$ cat src/rtl/cache_mem_arbiter_pkg.sv
// Shared types and default widths for the I/D cache refill memory arbiter.
package cache_mem_arbiter_pkg;

  localparam int AW_DEF   = 64;
  localparam int DW_DEF   = 64;
  localparam int LENW_DEF = 8;

  typedef enum logic [2:0] {
    ST_IDLE  = 3'd0,
    ST_ADDR  = 3'd1,
    ST_WDATA = 3'd2,
    ST_RDATA = 3'd3,
    ST_BRESP = 3'd4
  } arb_state_e;

  localparam logic OWN_I = 1'b0;
  localparam logic OWN_D = 1'b1;

endpackage

$ cat src/rtl/cache_mem_arbiter_rr_arb2.sv
// Two-way round-robin picker; remembers the last accepted grant and favours
// the other side when both request at once.
module rr_arb2
  import cache_mem_arbiter_pkg::*;
(
  input  logic clk,
  input  logic rst,
  input  logic req_i,
  input  logic req_d,
  input  logic accept,
  output logic gnt_valid,
  output logic gnt_d
);

  logic last_r;

  // Pick a winner from the current requests and the last grant.
  always_comb begin
    gnt_valid = req_i | req_d;
    if (req_i && req_d) begin
      gnt_d = (last_r == OWN_I);
    end else if (req_d) begin
      gnt_d = 1'b1;
    end else begin
      gnt_d = 1'b0;
    end
  end

  // Last-grant register, updated only when the grant is actually taken.
  always_ff @(posedge clk or negedge rst) begin
    if (!rst) begin
      last_r <= OWN_I;
    end else if (accept) begin
      last_r <= gnt_d;
    end else begin
      last_r <= last_r;
    end
  end

endmodule

$ cat src/rtl/cache_mem_arbiter.sv
// Shares one burst memory port between the I-cache refill and D-cache
// refill/writeback ports, one transaction at a time.
module cache_mem_arbiter
  import cache_mem_arbiter_pkg::*;
#(
  parameter int AW   = AW_DEF,
  parameter int DW   = DW_DEF,
  parameter int LENW = LENW_DEF
) (
  input  logic            clk,
  input  logic            rst,
  input  logic            i_req_valid,
  output logic            i_req_ready,
  input  logic [AW-1:0]   i_req_addr,
  input  logic [LENW-1:0] i_req_len,
  output logic            i_rvalid,
  output logic            i_rlast,
  input  logic            d_req_valid,
  output logic            d_req_ready,
  input  logic            d_req_we,
  input  logic [AW-1:0]   d_req_addr,
  input  logic [LENW-1:0] d_req_len,
  input  logic            d_wvalid,
  output logic            d_wready,
  input  logic [DW-1:0]   d_wdata,
  input  logic [DW/8-1:0] d_wstrb,
  output logic            d_rvalid,
  output logic            d_rlast,
  output logic            d_bvalid,
  output logic [DW-1:0]   rdata,
  output logic            mem_avalid,
  input  logic            mem_aready,
  output logic            mem_we,
  output logic [AW-1:0]   mem_addr,
  output logic [LENW-1:0] mem_len,
  output logic            mem_wvalid,
  input  logic            mem_wready,
  output logic [DW-1:0]   mem_wdata,
  output logic [DW/8-1:0] mem_wstrb,
  output logic            mem_wlast,
  input  logic            mem_rvalid,
  input  logic [DW-1:0]   mem_rdata,
  input  logic            mem_rlast,
  input  logic            mem_bvalid
);

  arb_state_e      state_r, state_nxt_s;
  logic            owner_r;
  logic            we_r;
  logic [AW-1:0]   addr_r;
  logic [LENW-1:0] len_r;
  logic [LENW-1:0] cnt_r;
  logic            gnt_valid_s;
  logic            gnt_d_s;
  logic            accept_s;
  logic            wbeat_s;
  logic            rd_active_s;

  rr_arb2 u_arb (
    .clk       (clk),
    .rst       (rst),
    .req_i     (i_req_valid),
    .req_d     (d_req_valid),
    .accept    (accept_s),
    .gnt_valid (gnt_valid_s),
    .gnt_d     (gnt_d_s)
  );

  // Gating with rst keeps ready low while reset is held, even in IDLE.
  assign accept_s = rst & (state_r == ST_IDLE) & gnt_valid_s;
  assign wbeat_s  = (state_r == ST_WDATA) & d_wvalid & mem_wready;

  // Next-state and per-phase handshake outputs.
  always_comb begin
    state_nxt_s = state_r;
    i_req_ready = 1'b0;
    d_req_ready = 1'b0;
    mem_avalid  = 1'b0;
    mem_wvalid  = 1'b0;
    d_wready    = 1'b0;
    mem_wdata   = '0;
    mem_wstrb   = '0;
    mem_wlast   = 1'b0;
    d_bvalid    = 1'b0;
    case (state_r)
      ST_IDLE: begin
        if (accept_s) begin
          d_req_ready = gnt_d_s;
          i_req_ready = ~gnt_d_s;
          state_nxt_s = ST_ADDR;
        end else begin
          state_nxt_s = ST_IDLE;
        end
      end
      ST_ADDR: begin
        mem_avalid = 1'b1;
        if (mem_aready) begin
          state_nxt_s = we_r ? ST_WDATA : ST_RDATA;
        end else begin
          state_nxt_s = ST_ADDR;
        end
      end
      ST_WDATA: begin
        mem_wvalid = d_wvalid;
        d_wready   = mem_wready;
        mem_wdata  = d_wdata;
        mem_wstrb  = d_wstrb;
        mem_wlast  = (cnt_r == {LENW{1'b0}});
        if (wbeat_s && (cnt_r == {LENW{1'b0}})) begin
          state_nxt_s = ST_BRESP;
        end else begin
          state_nxt_s = ST_WDATA;
        end
      end
      ST_RDATA: begin
        // rlast ends the burst even if it arrives before the counted length.
        if (mem_rvalid && mem_rlast) begin
          state_nxt_s = ST_IDLE;
        end else begin
          state_nxt_s = ST_RDATA;
        end
      end
      ST_BRESP: begin
        d_bvalid = mem_bvalid;
        if (mem_bvalid) begin
          state_nxt_s = ST_IDLE;
        end else begin
          state_nxt_s = ST_BRESP;
        end
      end
      default: begin
        state_nxt_s = ST_IDLE;
      end
    endcase
  end

  assign rd_active_s = (state_r == ST_RDATA) & mem_rvalid;
  assign i_rvalid    = rd_active_s & (owner_r == OWN_I);
  assign d_rvalid    = rd_active_s & (owner_r == OWN_D);
  assign i_rlast     = i_rvalid & mem_rlast;
  assign d_rlast     = d_rvalid & mem_rlast;
  assign rdata       = mem_rdata;

  assign mem_we   = we_r;
  assign mem_addr = addr_r;
  assign mem_len  = len_r;

  // State, latched request fields and write beat counter.
  always_ff @(posedge clk or negedge rst) begin
    if (!rst) begin
      state_r <= ST_IDLE;
      owner_r <= OWN_I;
      we_r    <= 1'b0;
      addr_r  <= '0;
      len_r   <= '0;
      cnt_r   <= '0;
    end else begin
      state_r <= state_nxt_s;
      if (accept_s) begin
        owner_r <= gnt_d_s;
        we_r    <= gnt_d_s & d_req_we;
        addr_r  <= gnt_d_s ? d_req_addr : i_req_addr;
        len_r   <= gnt_d_s ? d_req_len : i_req_len;
        cnt_r   <= gnt_d_s ? d_req_len : i_req_len;
      end else if (wbeat_s && (cnt_r != {LENW{1'b0}})) begin
        cnt_r <= cnt_r - LENW'(1);
      end else begin
        cnt_r <= cnt_r;
      end
    end
  end

endmodule
$ cat config.mk
export PLATFORM = sky130hd
export DESIGN_NAME = cache_mem_arbiter
export DESIGN_NICKNAME = d
export VERILOG_FILES = /design/src/rtl/cache_mem_arbiter_pkg.sv /design/src/rtl/cache_mem_arbiter_rr_arb2.sv /design/src/rtl/cache_mem_arbiter.sv
export SDC_FILE = /design/constraint.sdc
export NUM_CORES = 1
export LEC_CHECK = 0
export CAP_MARGIN = 20
export CORE_AREA = 3 3 200 202
export DETAILED_ROUTE_END_ITERATION = 6
export DIE_AREA = 0 0 203 205
export GPL_TIMING_DRIVEN = 0
export PLACE_DENSITY_LB_ADDON = 0.12
export REMOVE_ABC_BUFFERS = 1
export SYNTH_ARGS = -nofsm -noshare
export SYNTH_HDL_FRONTEND = slang
export SYNTH_SLANG_ARGS = --single-unit
$ cat constraint.sdc
create_clock -name clk -period 4.85 [get_ports clk]
set_clock_uncertainty 0.1 [all_clocks]
set_input_delay 0.7275 -clock clk [delete_from_list [all_inputs] [get_ports clk]]
set_output_delay 0.7275 -clock clk [all_outputs]
set_load 0.005 [all_outputs]
; Word level (Yosys, flattened, before mapping)
; Cells that the tools add are included.
[totals]
regBits = 85
wordCells = 56
in_bits = 291
out_inout_bits = 220
[classes]
n_mux = 24
reduce_logical = 8
n_addsub = 1
n_eq_ne = 4
n_bitwise = 13
[op_table]
columns = op, n
row1 = 64-bit two-way mux, 2
row2 = 8-bit two-way mux, 4
row3 = 3-bit case mux with 5 select lines, 1
row4 = 1-bit two-way mux, 13
row5 = 1-bit AND, 10
row6 = 8-bit logical NOT, 1
row7 = 8-bit nonzero test, 1
row8 = "8-bit by 1-bit subtractor with 8-bit output, second input constant", 1
row9 = "3-bit by 2-bit == test with 1-bit output, second input constant", 2
row10 = 3-bit two-way mux, 2
row11 = 1-bit logical AND, 4
row12 = 2-bit two-way mux, 2
row13 = "3-bit by 1-bit == test with 1-bit output, second input constant", 1
row14 = "3-bit == test, second input constant", 1
row15 = 3-bit logical NOT, 1
row16 = 1-bit NOT, 2
row17 = 2-bit nonzero test, 1
row18 = 1-bit OR, 1

; Longest topological paths before layout
[logic_depth]
ltp_word = 6
ltp_mapped = 8
ltp_nobuf = 6

; Cells and area by module
; From an unflattened synthesis, not the netlist that was laid out.
[unflattened]
cells_unflattened = 554
area_unflattened_um2 = 5092.4
[by_module_without_submodules]
columns = mod, instances, seq_area_each_um2, cells_each, area_per_inst_um2
row1 = cache_mem_arbiter, 1, 2127.0, 550, 5034.8
row2 = rr_arb2, 1, 25.0, 4, 57.6

; Least setup slack after synthesis
; OpenSTA, ideal clock, no wires.
[synth_path]
path_kind = input port to output port
start = input d_req_valid
end = output d_req_ready
path_slack_ps = 2312
required_time_ps = 4023
t_arrival_ps = 1711
path_buffers = 2
path_stages = 4
cell_sequence = a21boi_1 -> and2_0 -> clkbuf_1 -> buf_1
[synth_between]
elab_chain_cells = 4
elab_cells_between_ends = 7
classes_between = 4 x mux / 2 x bitwise / 1 x reduce/logical
[synth_lines]
columns = item, line
row1 = from (decl), cache_mem_arbiter.sv:18  ; input logic d_req_valid,
row2 = 1-bit two-way mux (tied with other cells), cache_mem_arbiter_rr_arb2.sv:22  ; end else if (req_d) begin
row3 = 1-bit two-way mux / 1-bit AND (equally long branches), "cache_mem_arbiter_rr_arb2.sv:20, cache_mem_arbiter.sv:70"
row4 = 1-bit two-way mux *, cache_mem_arbiter.sv:87  ; if (accept_s) begin
row5 = 1-bit two-way mux *, cache_mem_arbiter.sv:85  ; case (state_r)
row6 = to (decl), cache_mem_arbiter.sv:19  ; output logic d_req_ready,
; Mark *: on every way between the ends. The rest lies on a longest branch, timed or not.

; Worst setup path after layout
[layout_path]
start = input i_req_valid
end = output d_req_ready
[layout_between]
elab_chain_cells = 4
elab_cells_between_ends = 6
classes_between = 3 x mux / 2 x bitwise / 1 x reduce/logical
[layout_lines]
columns = item, line
row1 = from (decl), cache_mem_arbiter.sv:12  ; input logic i_req_valid,
row2 = 1-bit OR / 1-bit logical AND (equally long branches), "cache_mem_arbiter_rr_arb2.sv:19, cache_mem_arbiter_rr_arb2.sv:20"
row3 = 1-bit AND / 1-bit two-way mux (equally long branches), "cache_mem_arbiter.sv:70, cache_mem_arbiter_rr_arb2.sv:20"
row4 = 1-bit two-way mux *, cache_mem_arbiter.sv:87
row5 = 1-bit two-way mux *, cache_mem_arbiter.sv:85
; Marked as above.

==> metrics.txt <==
class of the worst hold path=in2async; crit-path max FO=54; Global Route Usage Sum=19.2%; final setup margin=0.631 ns; peak supply drop=about 160 uV; hold_buf cts=0; Final ANT Viol Nets=0; CTS max path bufs=2; unrepaired setup endpoints after global routing=no; worst-skew pair later-pin latency=0.37 ns; vias per cell=between 3 and 4; Worst-Margin Slew=between 0.8 and 0.9 ns; initial antenna violation count=1; Root Driver=clkbuf_16; Place WS=0.652 ns; final max-slew violation count=0; H-Tree Depth=3; CTS Buf Count=9; status=complete, no violations; initial core utilization=12.6%; final hold violations=0; worst path required time=4.02 ns; Main synth FF type=dfrtp_1; number of synthesis warnings=0; Die H=205 um; Slew headroom=43.9%; Total Die Area=approximately 0.042 mm^2; CP startpoint kind=input pin; GPL Wtd Cong=0.985; Vias=5223; Synth Cell Area=about 0.0049 mm^2; Placeable Area=0.0385 mm^2; 1st-pass router iterations=4; vias in the first global route=5282; Syn Area/Cell=8.77 um^2; fmax=between 200 and 250 MHz; critical path class=in2out; EDFF count, synth=0; CTS resizes=0; share of layout cells above drive strength 1=3.84%; TritonCTS clock tree=yes; # port buffers=382; hpwl dp=35.5 mm; pin count of the biggest net entering global routing=55; Period Utilization, post-route=just under 90%; I/O pin count=511; Pwr Total=4.33 mW; total wire length=40.9 mm; Synth Instances=554; final instance area=0.00921 mm^2; Initial DRC Count=274; Routed WL per cell=29.6 um; clock-pin slew of the registers on the worst-case setup and hold paths=0.07 ns; Seq/Total Area, Yosys=43.8%; Final Setup Violations=0; Final Critical Period=between 4 and 5 ns; Yosys reg bits=85; NumNets Final=about 1100; Post-route DRC=0; number of distinct library cells after synthesis=47; first-pass GRT wire length=53.0 mm; grt total ovfl=0; PwrDens=approximately 470 mW/mm^2; area share of the largest cell type after synthesis=43.8%; ys async rst share=100%; Lkg Pwr=approximately 3.7 nW; Post-CTS Repair Setup Buffers=0; CP arrival=3.39 ns; MaxCap Viol Count=0; DP Area=approximately 0.0089 mm^2; Critical Path Sink Type=primary output; clock sinks=85; Die X=about 200 um; synth top area cells=dfrtp_1 (44%), nand2_1 (11%), and2_1 (9.9%), a22oi_1 (9.9%), buf_4 (9.9%); Cell Rows=a little over 70; Synth area leader=dfrtp_1; Synth-to-Final Area Change=89.5%
-- flip-flops by register name (all words and copies together), names as in the netlist --
name,cells
u_arb.last_r,1
cnt_r,8
mem_we,1
mem_addr,64
mem_len,8
state_r,3
-- synthesized netlist by cell type (all sizes together), types with 2 or more instances --
cell	instances
a22o	2
nand4	3
a21boi	2
and3	3
a32o	4
clkbuf	22
a21oi	3
nand2b	2
a211oi	2
o21ai	13
inv	4
mux2	2
a32oi	7
and2	78
a22oi	64
dfrtp	85
nor3b	3
buf	78
nand2	144
nor4b	2
nor2	7
or4	2
o22ai	5
nor3	3
-- logic make-up after synthesis --
logic type                 after synthesis  synth area share (%)
adders and majority gates                1                 0.257
muxes                                    2                 0.463
DFF                                     85                  43.8
and+or+nand+nor                        252                  25.6
buffers and inverters                  104                  13.2
AOI/OAI and AO/OA                      110                  16.7
-- stage by stage --
stage          std cells  setup TNS (ns)  utilization [%]  hold WS [ns]
2_1_floorplan        454               0                -         0.332
3_3_place_gp        1354         -519.59             22.6         0.366
3_5_place_dp        1363               0             23.2         0.375
4_1_cts             1378               0             23.9         0.245
5_1_grt             1379               0             23.9         0.259
6_report            1379               0             23.9         0.227
-- final timing paths --
| kind | from | endpoint | slack (ns) | cells after the start |
|---|---|---|---|---|
| setup / recovery | i_req_valid | d_req_ready | 0.63 | 5 |
| hold / removal | rst | mem_addr[0] | 0.23 | 1 |
| setup reg to reg | state_r[1] | cnt_r[0] | 2.25 | 5 |
| hold reg to reg | mem_len[6] | mem_len[6] | 0.39 | 2 |
| max in group asynchronous | rst | mem_len[1] | 3.71 | 2 |
| min in group clk | mem_len[6] | mem_len[6] | 0.39 | 2 |
-- metal layers --
| layer | routed length (um) | GRT usage [%] | vias up |
|---|---|---|---|
| li1 | - | - | 2425 |
| met1 | 10200 | 13.5 | 2400 |
| met2 | 18300 | 29.8 | 373 |
| met3 | 11700 | 26.8 | 21 |
| met4 | 406 | 3.41 | 4 |
| met5 | 264 | 4.52 | - |
-- layout by cell type (no fill, tap or decap), types with 5 or more instances in the layout --
cell,netlist,final
clkdlybuf4s50_1,0,381
nand2_1,144,144
dfrtp_1,85,85
and2_1,77,77
a22oi_1,64,64
o21ai_0,11,11
clkbuf_16,0,9
a32oi_1,7,7
nor2_1,6,6
o22ai_1,5,5
-- critical path: stages --
cell and delay [ns]:
clkdlybuf4s50_1 0.67, a21boi_1 0.65, and2_4 0.43, buf_16 0.27, clkdlybuf4s50_1 0.56
-- area by class of cell --
cell class	count	area, um^2
Fill cell	4197	29300
Timing Repair Buffer	391	4020
Sequential cell	85	2130
Multi-Input combinational cell	365	2120
Tap cell	518	648
Clock buffer	11	233
Clock inverter	4	50.0
Inverter	4	15.0
Antenna cell	1	2.50
-- power by group --
part	switching (mW)	leakage [nW]	internal, mW
logic	0.946	2.47	1.42
clock network	0.322	0.132	0.397
registers	0.222	1.07	1.03
Note: power is estimated with default switching activity, not from simulation.
